File: src/rtl/reg_file_4x16_pkg.sv
// Shared widths, constants and operand-mux helpers for the 4x16 register file.
package reg_file_4x16_pkg;

  localparam int unsigned DATA_W   = 16;
  localparam int unsigned ADDR_W   = 2;
  localparam int unsigned NUM_REGS = 2 ** ADDR_W;

  localparam logic [ADDR_W-1:0] REG_ZERO = 2'b00;
  localparam logic [DATA_W-1:0] ZERO16   = 16'h0000;

  // 16-bit 4:1 operand mux
  function automatic logic [DATA_W-1:0] mux4_16(
    input logic [ADDR_W-1:0] sel,
    input logic [DATA_W-1:0] in0,
    input logic [DATA_W-1:0] in1,
    input logic [DATA_W-1:0] in2,
    input logic [DATA_W-1:0] in3
  );
    logic [DATA_W-1:0] out;
    out = in0;
    case (sel)
      2'd0:    out = in0;
      2'd1:    out = in1;
      2'd2:    out = in2;
      2'd3:    out = in3;
      default: out = ZERO16;
    endcase
    return out;
  endfunction

  // 16-bit 2:1 operand mux
  function automatic logic [DATA_W-1:0] mux2_16(
    input logic              sel,
    input logic [DATA_W-1:0] in0,
    input logic [DATA_W-1:0] in1
  );
    return sel ? in1 : in0;
  endfunction

endpackage

File: src/rtl/reg_file_4x16_reg16_en.sv
// DATA_W-bit register with synchronous active-high reset and load enable.
module reg16_en
  import reg_file_4x16_pkg::*;
(
  input  logic              clk,
  input  logic              reset,
  input  logic              en,
  input  logic [DATA_W-1:0] d,
  output logic [DATA_W-1:0] q
);

  logic [DATA_W-1:0] data_d;
  logic [DATA_W-1:0] data_q;

  // Reset wins over load
  always_comb begin
    data_d = data_q;
    if (reset) begin
      data_d = ZERO16;
    end else if (en) begin
      data_d = d;
    end
  end

  always_ff @(posedge clk) begin
    data_q <= data_d;
  end

  assign q = data_q;

endmodule

File: src/rtl/reg_file_4x16.sv
// Four-entry 16-bit register file, R0 hard-wired to zero, with write-through bypass.
module reg_file_4x16
  import reg_file_4x16_pkg::*;
(
  input  logic              clk,
  input  logic              reset,
  input  logic              RegWrite,
  input  logic [ADDR_W-1:0] WriteReg,
  input  logic [DATA_W-1:0] WriteData,
  input  logic [ADDR_W-1:0] ReadReg1,
  input  logic [ADDR_W-1:0] ReadReg2,
  output logic [DATA_W-1:0] ReadData1,
  output logic [DATA_W-1:0] ReadData2
);

  logic [NUM_REGS-1:0] load_en;
  logic [DATA_W-1:0]   r1_q;
  logic [DATA_W-1:0]   r2_q;
  logic [DATA_W-1:0]   r3_q;
  logic                wr_active;
  logic                byp1;
  logic                byp2;

  // 2:4 write-address decode gated by RegWrite; slot 0 has no storage
  always_comb begin
    load_en = '0;
    for (int unsigned i = 1; i < NUM_REGS; i++) begin
      load_en[i] = RegWrite && (WriteReg == ADDR_W'(i));
    end
  end

  reg16_en u_r1 (.clk(clk), .reset(reset), .en(load_en[1]), .d(WriteData), .q(r1_q));
  reg16_en u_r2 (.clk(clk), .reset(reset), .en(load_en[2]), .d(WriteData), .q(r2_q));
  reg16_en u_r3 (.clk(clk), .reset(reset), .en(load_en[3]), .d(WriteData), .q(r3_q));

  // Bypass is blocked during reset so reads never expose discarded write data
  always_comb begin
    wr_active = RegWrite && !reset && (WriteReg != REG_ZERO);
    byp1      = wr_active && (ReadReg1 == WriteReg);
    byp2      = wr_active && (ReadReg2 == WriteReg);
    ReadData1 = mux2_16(byp1, mux4_16(ReadReg1, ZERO16, r1_q, r2_q, r3_q), WriteData);
    ReadData2 = mux2_16(byp2, mux4_16(ReadReg2, ZERO16, r1_q, r2_q, r3_q), WriteData);
  end

endmodule

File: config.mk
export PLATFORM = sky130hd
export DESIGN_NAME = reg_file_4x16
export DESIGN_NICKNAME = d
export VERILOG_FILES = /design/src/rtl/reg_file_4x16_pkg.sv /design/src/rtl/reg_file_4x16_reg16_en.sv /design/src/rtl/reg_file_4x16.sv
export SDC_FILE = /design/constraint.sdc
export NUM_CORES = 1
export LEC_CHECK = 0
export CAP_MARGIN = 15
export CORE_MARGIN = 2
export CORE_UTILIZATION = 56
export DETAILED_ROUTE_END_ITERATION = 6
export PLACE_DENSITY = 0.86
export SETUP_SLACK_MARGIN = 0.3
export SKIP_LAST_GASP = 1
export SLEW_MARGIN = 20
export SYNTH_ARGS = -nofsm -noshare
export SYNTH_HDL_FRONTEND = slang
export SYNTH_SLANG_ARGS = --single-unit
File: constraint.sdc
create_clock -name clk -period 2.8 [get_ports clk]
set_input_delay 0.28 -clock clk [delete_from_list [all_inputs] [get_ports clk]]
set_output_delay 0.28 -clock clk [all_outputs]
set_load 0.05 [all_outputs]
# [After elaboration in Yosys (flattened, before gate mapping)]
# Index checks and enable logic that the tools add are counted.
[word_totals] ff_bits=48 inputBits=25 output_inout_bits=32
[classes] n_eq_ne=11 mux=4 reduce_logical=11
[ops] cell="$pmux W16 S4" count=2
[ops] cell="$mux W16" count=2
[ops] cell="$eq A2 B2 Y1 const B" count=6
[ops] cell="$logic_and A1 B1 Y1" count=7
[ops] cell="$eq A2 B1 Y1 const B" count=3
[ops] cell="$eq A2 B2 Y1" count=2
[ops] cell="$logic_not A2 Y1" count=2
[ops] cell="$reduce_bool A2 Y1" count=1
[ops] cell="$logic_not A1 Y1" count=1

# [Logic depth before layout (Yosys ltp)]
# Gate-level depths: netlist of run 1.
[depth] word_depth=5 depth_mapped=7 ltp_nobuf=4

# [Cells and area by module]
# Synthesis of run 1 repeated with hierarchy kept, for this count alone.
[unflattened] hier_cells=297 hier_area_um2=3007.9
[by_module_without_submodules] mod="reg16_en" n_inst=3 cells_each=52 area_per_inst_um2=580.6
[by_module_without_submodules] mod="reg_file_4x16" n_inst=1 cells_each=141 area_per_inst_um2=1266.2

# [Worst setup path before layout of run 1]
# Ideal clock, no wire load.
[synth_path] path_type="in2out" from="in WriteReg[1]" to="out ReadData2[10]" arrival_ns=1.797 t_required_ns=2.520 slack_ns=0.723 cell_stages=6 n_path_buf=2 cell_sequence="buf_4 -> nand4bb_1 -> a21oi_1 -> a31o_4 -> buf_6 -> o2bb2ai_1"
[synth_between] elab_chain_len=4
[synth_rtl] element="start, declared" line="reg_file_4x16.sv:8" text="input logic [ADDR_W-1:0] WriteReg,"
[synth_rtl] element="$reduce_bool A2 Y1" line="reg_file_4x16.sv:38" text="wr_active = RegWrite && !reset && (WriteReg != REG_ZERO);"
[synth_rtl] element="$logic_and A1 B1 Y1" line="reg_file_4x16.sv:38"
[synth_rtl] element="$logic_and A1 B1 Y1 *" line="reg_file_4x16.sv:40" text="byp2 = wr_active && (ReadReg2 == WriteReg);"
[synth_rtl] element="$mux W16 *" line="reg_file_4x16_pkg.sv:37" text="return sel ? in1 : in0;"
[synth_rtl] element="end, declared" line="reg_file_4x16.sv:13" text="output logic [DATA_W-1:0] ReadData2"
# Every way passes the cells marked *; elsewhere a longest branch is shown, timed or not.

# [Final worst setup path of run 1]
[layout_path] from="in ReadReg1[0]" to="out ReadData1[11]"
[layout_between] elab_chain_len=3
[layout_rtl] element="start, declared" line="reg_file_4x16.sv:10" text="input logic [ADDR_W-1:0] ReadReg1,"
[layout_rtl] element="$eq A2 B2 Y1, or another cell as far along" line="reg_file_4x16_pkg.sv:21" text="case (sel)"
[layout_rtl] element="$pmux W16 S4 / $logic_and A1 B1 Y1 (equally long branches)" line="reg_file_4x16_pkg.sv:21, reg_file_4x16.sv:39"
[layout_rtl] element="$mux W16 *" line="reg_file_4x16_pkg.sv:37"
[layout_rtl] element="end, declared" line="reg_file_4x16.sv:12" text="output logic [DATA_W-1:0] ReadData1,"
# Marked as above.

==> summary.md, run 1 <==
| Metric | Value |
|---|---|
| Initial Util | `57.3%` |
| Post-Syn Nets | `374` |
| Clk_lat worst skew | `0.30 ns` |
| Worst hold path depth | `2` |
| GRT Overall Usage | `31.9%` |
| Crit share post-route | `85.2%` |
| Core area | `5010 um2` |
| Yosys reg bits | `48` |
| Relative slew slack | `47.0%` |
| Worst Skew | `0 ns` |
| Worst-path clk slew | `0.08 ns` |
| R2R Path End | `u_r1.q[2]` |
| Mean Syn Cell Area | `8.22 um2` |
| Placed cell count | `462` |
| Required time of the critical path | `2.52 ns` |
| Total die area | `5710 um2` |
| Top-level I/O count | `57` |
| Tot Pwr | `1.58 mW` |
| Hold wc startpoint | `u_r3.q[5]` |
| Crit end category | `output pin` |
| Share of post-route cells with drive strength above 1 | `24.5%` |
| RD Place Congestion | `0.856` |
| Mapped Area | `2870 um2` |
| Slew Viols, Final | `0` |
| Final hold vios | `0` |
| Synth Instances | `349` |
| WL final | `8730 um` |
| Status | `complete, no violations` |
| Final setup viols | `0` |
| Critical path class | `primary input to output pin` |
| WHS Endpoint | `u_r3.q[5]` |
| WHS | `0.478 ns` |
| Post-Layout Inst Area | `3900 um2` |
| Register area share after synthesis | `33.5%` |
| Clk root buf | `clkbuf_8` |
| Post-placement setup slack | `0.319 ns` |
| Reg2reg path depth | `2` |
| Total leakage power | `1.37 nW` |
| Wirelength per Cell | `18.6 um` |
| Tightest Pin Transition | `0.795 ns` |
| First-pass GRT wire length | `14000 um` |
| TritonCTS clock tree | `yes` |
| Crit path time final | `2.38 ns` |
| Fin cells | `470` |
| Maxcap violations | `0` |
| Chip Width | `75.6 um` |
| Hold crit path type | `flop to flop` |
| Post-CTS Hold Buffers | `0` |
| RSZ-0062 raised after global routing | `no` |
| Area Overhead vs Synth | `35.9%` |
| Final worst slack | `0.415 ns` |
| Port Buffers | `56` |
| Pin count of the biggest net entering global routing | `25` |
| Vias in the first global route | `2949` |
| Post-route antenna net violation count | `0` |
| DR DRC count | `0` |
| DRC marker count from the first detailed-route iteration | `346` |
| Die Y-Extent | `75.6 um` |
| Power per Cell Area | `405 nW/um2` |
| Critical R2R Launch | `u_r1.q[2]` |
| CP Max Fanout | `15` |
| Diodes inserted | `0` |
| Fmax achieved | `419 MHz` |
| Synth unique cells | `29` |
| Total negative slack | `0 ns` |
| YS warnings | `0` |
| Nets | `425` |
| VDD IR max | `0.309 mV` |
| Clk sinks | `48` |
| Routed vias | `3002` |
| Reg2Reg Setup Slack | `2.10 ns` |
| Placed Area | `3780 um2` |
| Post-layout util | `77.8%` |
| Arr. time, crit path | `2.10 ns` |
| Initial antenna violation count | `0` |
| Max H-tree Level | `2` |
| GRT overflow | `0` |
| Initial DRT Pass Iterations | `5` |
| CTS max path bufs | `2` |
| Via/cell ratio | `6.39` |
| TritonCTS Buffers | `5` |
| Crit path launch type | `primary input` |
| DPL Wire Length | `5750 um` |
| # rows | `26` |
[metal layers]
metal | track usage (%) | routed length [um]
met1 | 38.9 | 3400
met4 | 10.3 | 119
met3 | 8.60 | 842
met5 | 0 | 0
met2 | 54.9 | 4370
[placed cells by master (no fill, tap or decap), types with 4 or more instances in the layout]
cell,count
a21oi_1,50
dfxtp_1,48
a22oi_1,31
clkbuf_8,7
nor2b_1,4
mux2_2,31
clkdlybuf4s50_1,22
buf_12,33
buf_4,19
nand2_1,99
o2bb2ai_1,31
[Yosys cell counts]
library cell	instances	area [um2]
a21oi_1	50	250
a22oi_1	31	233
a31o_4	2	35.0
a32oi_1	1	8.76
a32oi_2	1	16.3
and2_1	1	6.26
and3_1	1	6.26
buf_1	1	3.75
buf_2	9	45.0
buf_4	6	45.0
buf_6	6	67.6
clkbuf_1	8	30.0
clkbuf_2	2	10.0
dfxtp_1	48	961
mux2_2	31	349
mux2i_1	1	10.0
nand2_1	99	372
nand2b_1	1	6.26
nand3_1	3	15.0
nand4bb_1	1	11.3
nor2_2	2	12.5
nor2_4	1	11.3
nor2b_1	4	25.0
nor2b_4	1	13.8
o21ai_0	3	15.0
o2bb2ai_1	31	272
o2bb2ai_2	1	15.0
or2_1	1	6.26
xnor2_1	2	17.5
[where the power goes]
group | switching [mW] | internal, mW | leakage, nW
registers | 0.0179 | 0.705 | 0.390
clock network | 0.227 | 0.220 | 0.0503
logic | 0.234 | 0.177 | 0.928
[area by class of cell]
type | instances | area [um2]
flip-flops and latches | 48 | 961
fillers | 328 | 1110
clock buffers | 7 | 96.3
multi-input cells | 269 | 1710
repair buffers | 76 | 1050
well taps | 70 | 87.6
[cells by family after synthesis]
group                     count (synthesis)  share of synthesized area (%)
AOI/OAI and AO/OA                       120                           29.4
and+or+nand+nor                         115                           16.9
DFF                                      48                           33.5
muxes                                    32                           12.5
buffers and inverters                    32                           7.02
xor gates and xnor gates                  2                          0.611
[registers in the layout, summed over array words and instances (netlist names)]
name,count
u_r1.q,16
u_r3.q,16
u_r2.q,16
[critical path: stages]
cell and delay (ns):
clkdlybuf4s50_1 0.62, nor2b_1 0.32, buf_4 0.29, a22oi_1 0.13, o2bb2ai_1 0.28, buf_12 0.18
[how the worst max path moves through the flow]
| stage | startpoint | endpoint |
|---|---|---|
| 2_1_floorplan | WriteReg[1] | ReadData2[10] |
| 3_3_place_gp | ReadReg1[0] | ReadData1[12] |
| 3_5_place_dp | ReadReg1[0] | ReadData1[11] |
| 4_1_cts | ReadReg1[0] | ReadData1[11] |
| 5_1_grt | ReadReg1[0] | ReadData1[5] |
| 6_report | ReadReg1[0] | ReadData1[11] |
[repair_timing]
action                     CTS  global route
setup endpoints to repair    0            17
gates resized for setup      0             2
setup buffers                0             1
Note: power is estimated with default switching activity, not from simulation.
==> run 2: changes to the inputs <==
Settings changed: CELL_PAD_IN_SITES_DETAIL_PLACEMENT from default to 2, CELL_PAD_IN_SITES_GLOBAL_PLACEMENT from default to 2, CORE_UTILIZATION 56 to 33, PLACE_DENSITY 0.86 to default, PLACE_DENSITY_LB_ADDON from default to 0.1, SLEW_MARGIN 20 to default.
==> run 2 against run 1 <==
Count of clock-buffer cells in the layout is the same; sequential power is essentially flat; first-iteration DRC count shrank 85%; utilization shrank 32 points; final cell count grew 8.7%; flip-flop and latch count is the same; fmax shrank 1.5%; via count shrank 5.9%; worst hold slack lost 0.0012 ns; global-route usage shrank 9.4 points; critical path type unchanged; critical endpoint is now ReadData2[5]; largest power group unchanged.
==> summary.md, run 2 (synthesized netlist as in run 1, its figures left out) <==
| Metric | Value |
|---|---|
| # fillers | `949` |
| Reg2Reg Setup Slack | `2.10 ns` |
| CP Depth | `8` |
| RD Place Congestion | `0.725` |
| Via/cell ratio | `5.53` |
| Maxcap violations | `0` |
| Initial antenna violation count | `0` |
| DRC marker count from the first detailed-route iteration | `52` |
| DPL Wire Length | `7210 um` |
| Most used cells in the layout excluding fill and tap cells | `nand2_1 (99), a21oi_1 (50), dfxtp_1 (48)` |
| Hold crit path type | `flop to flop` |
| Crit end category | `output pin` |
| Area Overhead vs Synth | `37.9%` |
| First-pass GRT wire length | `16800 um` |
| Initial Util | `33.4%` |
| Core area | `8590 um2` |
| CP Max Fanout | `10` |
| Footprint of the multi-input gates | `1710 um2` |
| Crit path to | `ReadData2[5]` |
| Fin cells | `511` |
| Final worst slack | `0.378 ns` |
| Initial DRT Pass Iterations | `4` |
| Vias in the first global route | `3066` |
| CP max-delay cell | `clkdlybuf4s50_1` |
| GRT Overall Usage | `22.5%` |
| Most common cell on crit path | `buf_4` |
| Total negative slack | `0 ns` |
| Final setup viols | `0` |
| DR DRC count | `0` |
| Critical path cell sequence | `clkdlybuf4s50_1, buf_4, xnor2_1, a32oi_1, nor2_2, buf_4, o2bb2ai_1, buf_12` |
| Top-level I/O count | `57` |
| CP peak stage delay | `0.56 ns` |
| Wirelength per Cell | `20.7 um` |
| WHS | `0.477 ns` |
| Max H-tree Level | `2` |
| Fmax achieved | `413 MHz` |
| Critical R2R Launch | `u_r1.q[10]` |
| Reg2reg path depth | `2` |
| Crit. Startpoint | `ReadReg2[0]` |
| GRT overflow | `0` |
| Most common cell after layout, fill and taps aside | `nand2_1` |
| Final hold vios | `0` |
| Post-layout util | `46.1%` |
| RSZ-0062 raised after global routing | `no` |
| Crit path max-delay family | `buffers and inverters` |
| WL final | `10600 um` |
| VDD IR max | `0.176 mV` |
| Required time of the critical path | `2.52 ns` |
| Relative slew slack | `59.4%` |
| FF/Latch Area | `961 um2` |
| Pin count of the biggest net entering global routing | `34` |
| Post-placement setup slack | `0.321 ns` |
| # rows | `34` |
| Total leakage power | `1.36 nW` |
| Worst-path clk slew | `0.09 ns` |
| Post-route antenna net violation count | `0` |
| Placed cell count | `502` |
| R2R Path End | `u_r1.q[10]` |
| Port Buffers | `56` |
| Chip Width | `97.2 um` |
| Crit share post-route | `86.5%` |
| Total die area | `9460 um2` |
| Status | `complete, no violations` |
| Tightest Pin Transition | `0.607 ns` |
| Clk sinks | `48` |
| Routed vias | `2825` |
| Power per Cell Area | `403 nW/um2` |
| TritonCTS Buffers | `5` |
| TritonCTS clock tree | `yes` |
| Diodes inserted | `0` |
| Clk root buf | `clkbuf_8` |
| Crit path launch type | `primary input` |
| Clk_lat worst skew | `0.30 ns` |
| Critical path class | `primary input to output pin` |
| Die Y-Extent | `97.2 um` |
| Crit path time final | `2.42 ns` |
| CTS max path bufs | `2` |
| Arr. time, crit path | `2.14 ns` |
| Nets | `427` |
| Slew Viols, Final | `0` |
| Worst Skew | `0 ns` |
| CP Buf/Inv Count | `4` |
| Share of post-route cells with drive strength above 1 | `24.8%` |
## run 2: worst min path at each step
stage | from | to | depth (start not counted)
final | u_r2.q[14] | u_r2.q[14] | 2
after global routing | u_r2.q[14] | u_r2.q[14] | 2
after CTS | u_r3.q[7] | u_r3.q[7] | 2
after detailed placement | u_r3.q[7] | u_r3.q[7] | 2
after global placement | u_r3.q[3] | u_r3.q[3] | 2
after floorplan | WriteData[14] | u_r2.q[14] | 2
## run 2: layer usage
| layer | GRT usage [%] | vias to the layer above | part of all wire, % |
|---|---|---|---|
| li1 | - | 1356 | - |
| met1 | 28.9 | 1410 | 46 |
| met2 | 40.5 | 53 | 50 |
| met3 | 3.09 | 6 | 3.4 |
| met4 | 4.17 | 0 | 0.72 |
| met5 | 0 | - | 0 |
## run 2: repair_timing
item	4_1_cts	5_1_grt
resized for setup	0	1
hold buffers	0	0
endpoints found under the setup margin	0	30
setup buffers	0	1
## run 2: report_power, final
group	switching, mW	internal, mW	total, mW	leakage (nW)
logic	0.243	0.179	0.422	0.929
registers	0.0170	0.705	0.722	0.390
clock network	0.249	0.201	0.451	0.0445
total	0.509	1.09	1.59	1.36
## run 2: metrics by stage
step,cell area [um2],power [mW]
finish,3960,1.59
global route,3960,1.66
CTS,3940,1.61
detailed placement,3840,1.16
global placement,3840,1.15
floorplan,2870,0.961
## run 2: worst reg2reg max path: cells and delay by family (launching register included)
family             cells  cell delay (ns)
DFF                    1             0.38
AOI/OAI and AO/OA      1             0.18
and+or+nand+nor        1             0.08
## run 2: layout make-up
cell class | instances | share of cell area (%)
tap | 108 | 3.41
multi-input combinational | 269 | 43.1
clock buffer | 7 | 2.18
clock inverter | 1 | 0.190
sequential | 48 | 24.3
timing repair buffer | 78 | 26.8
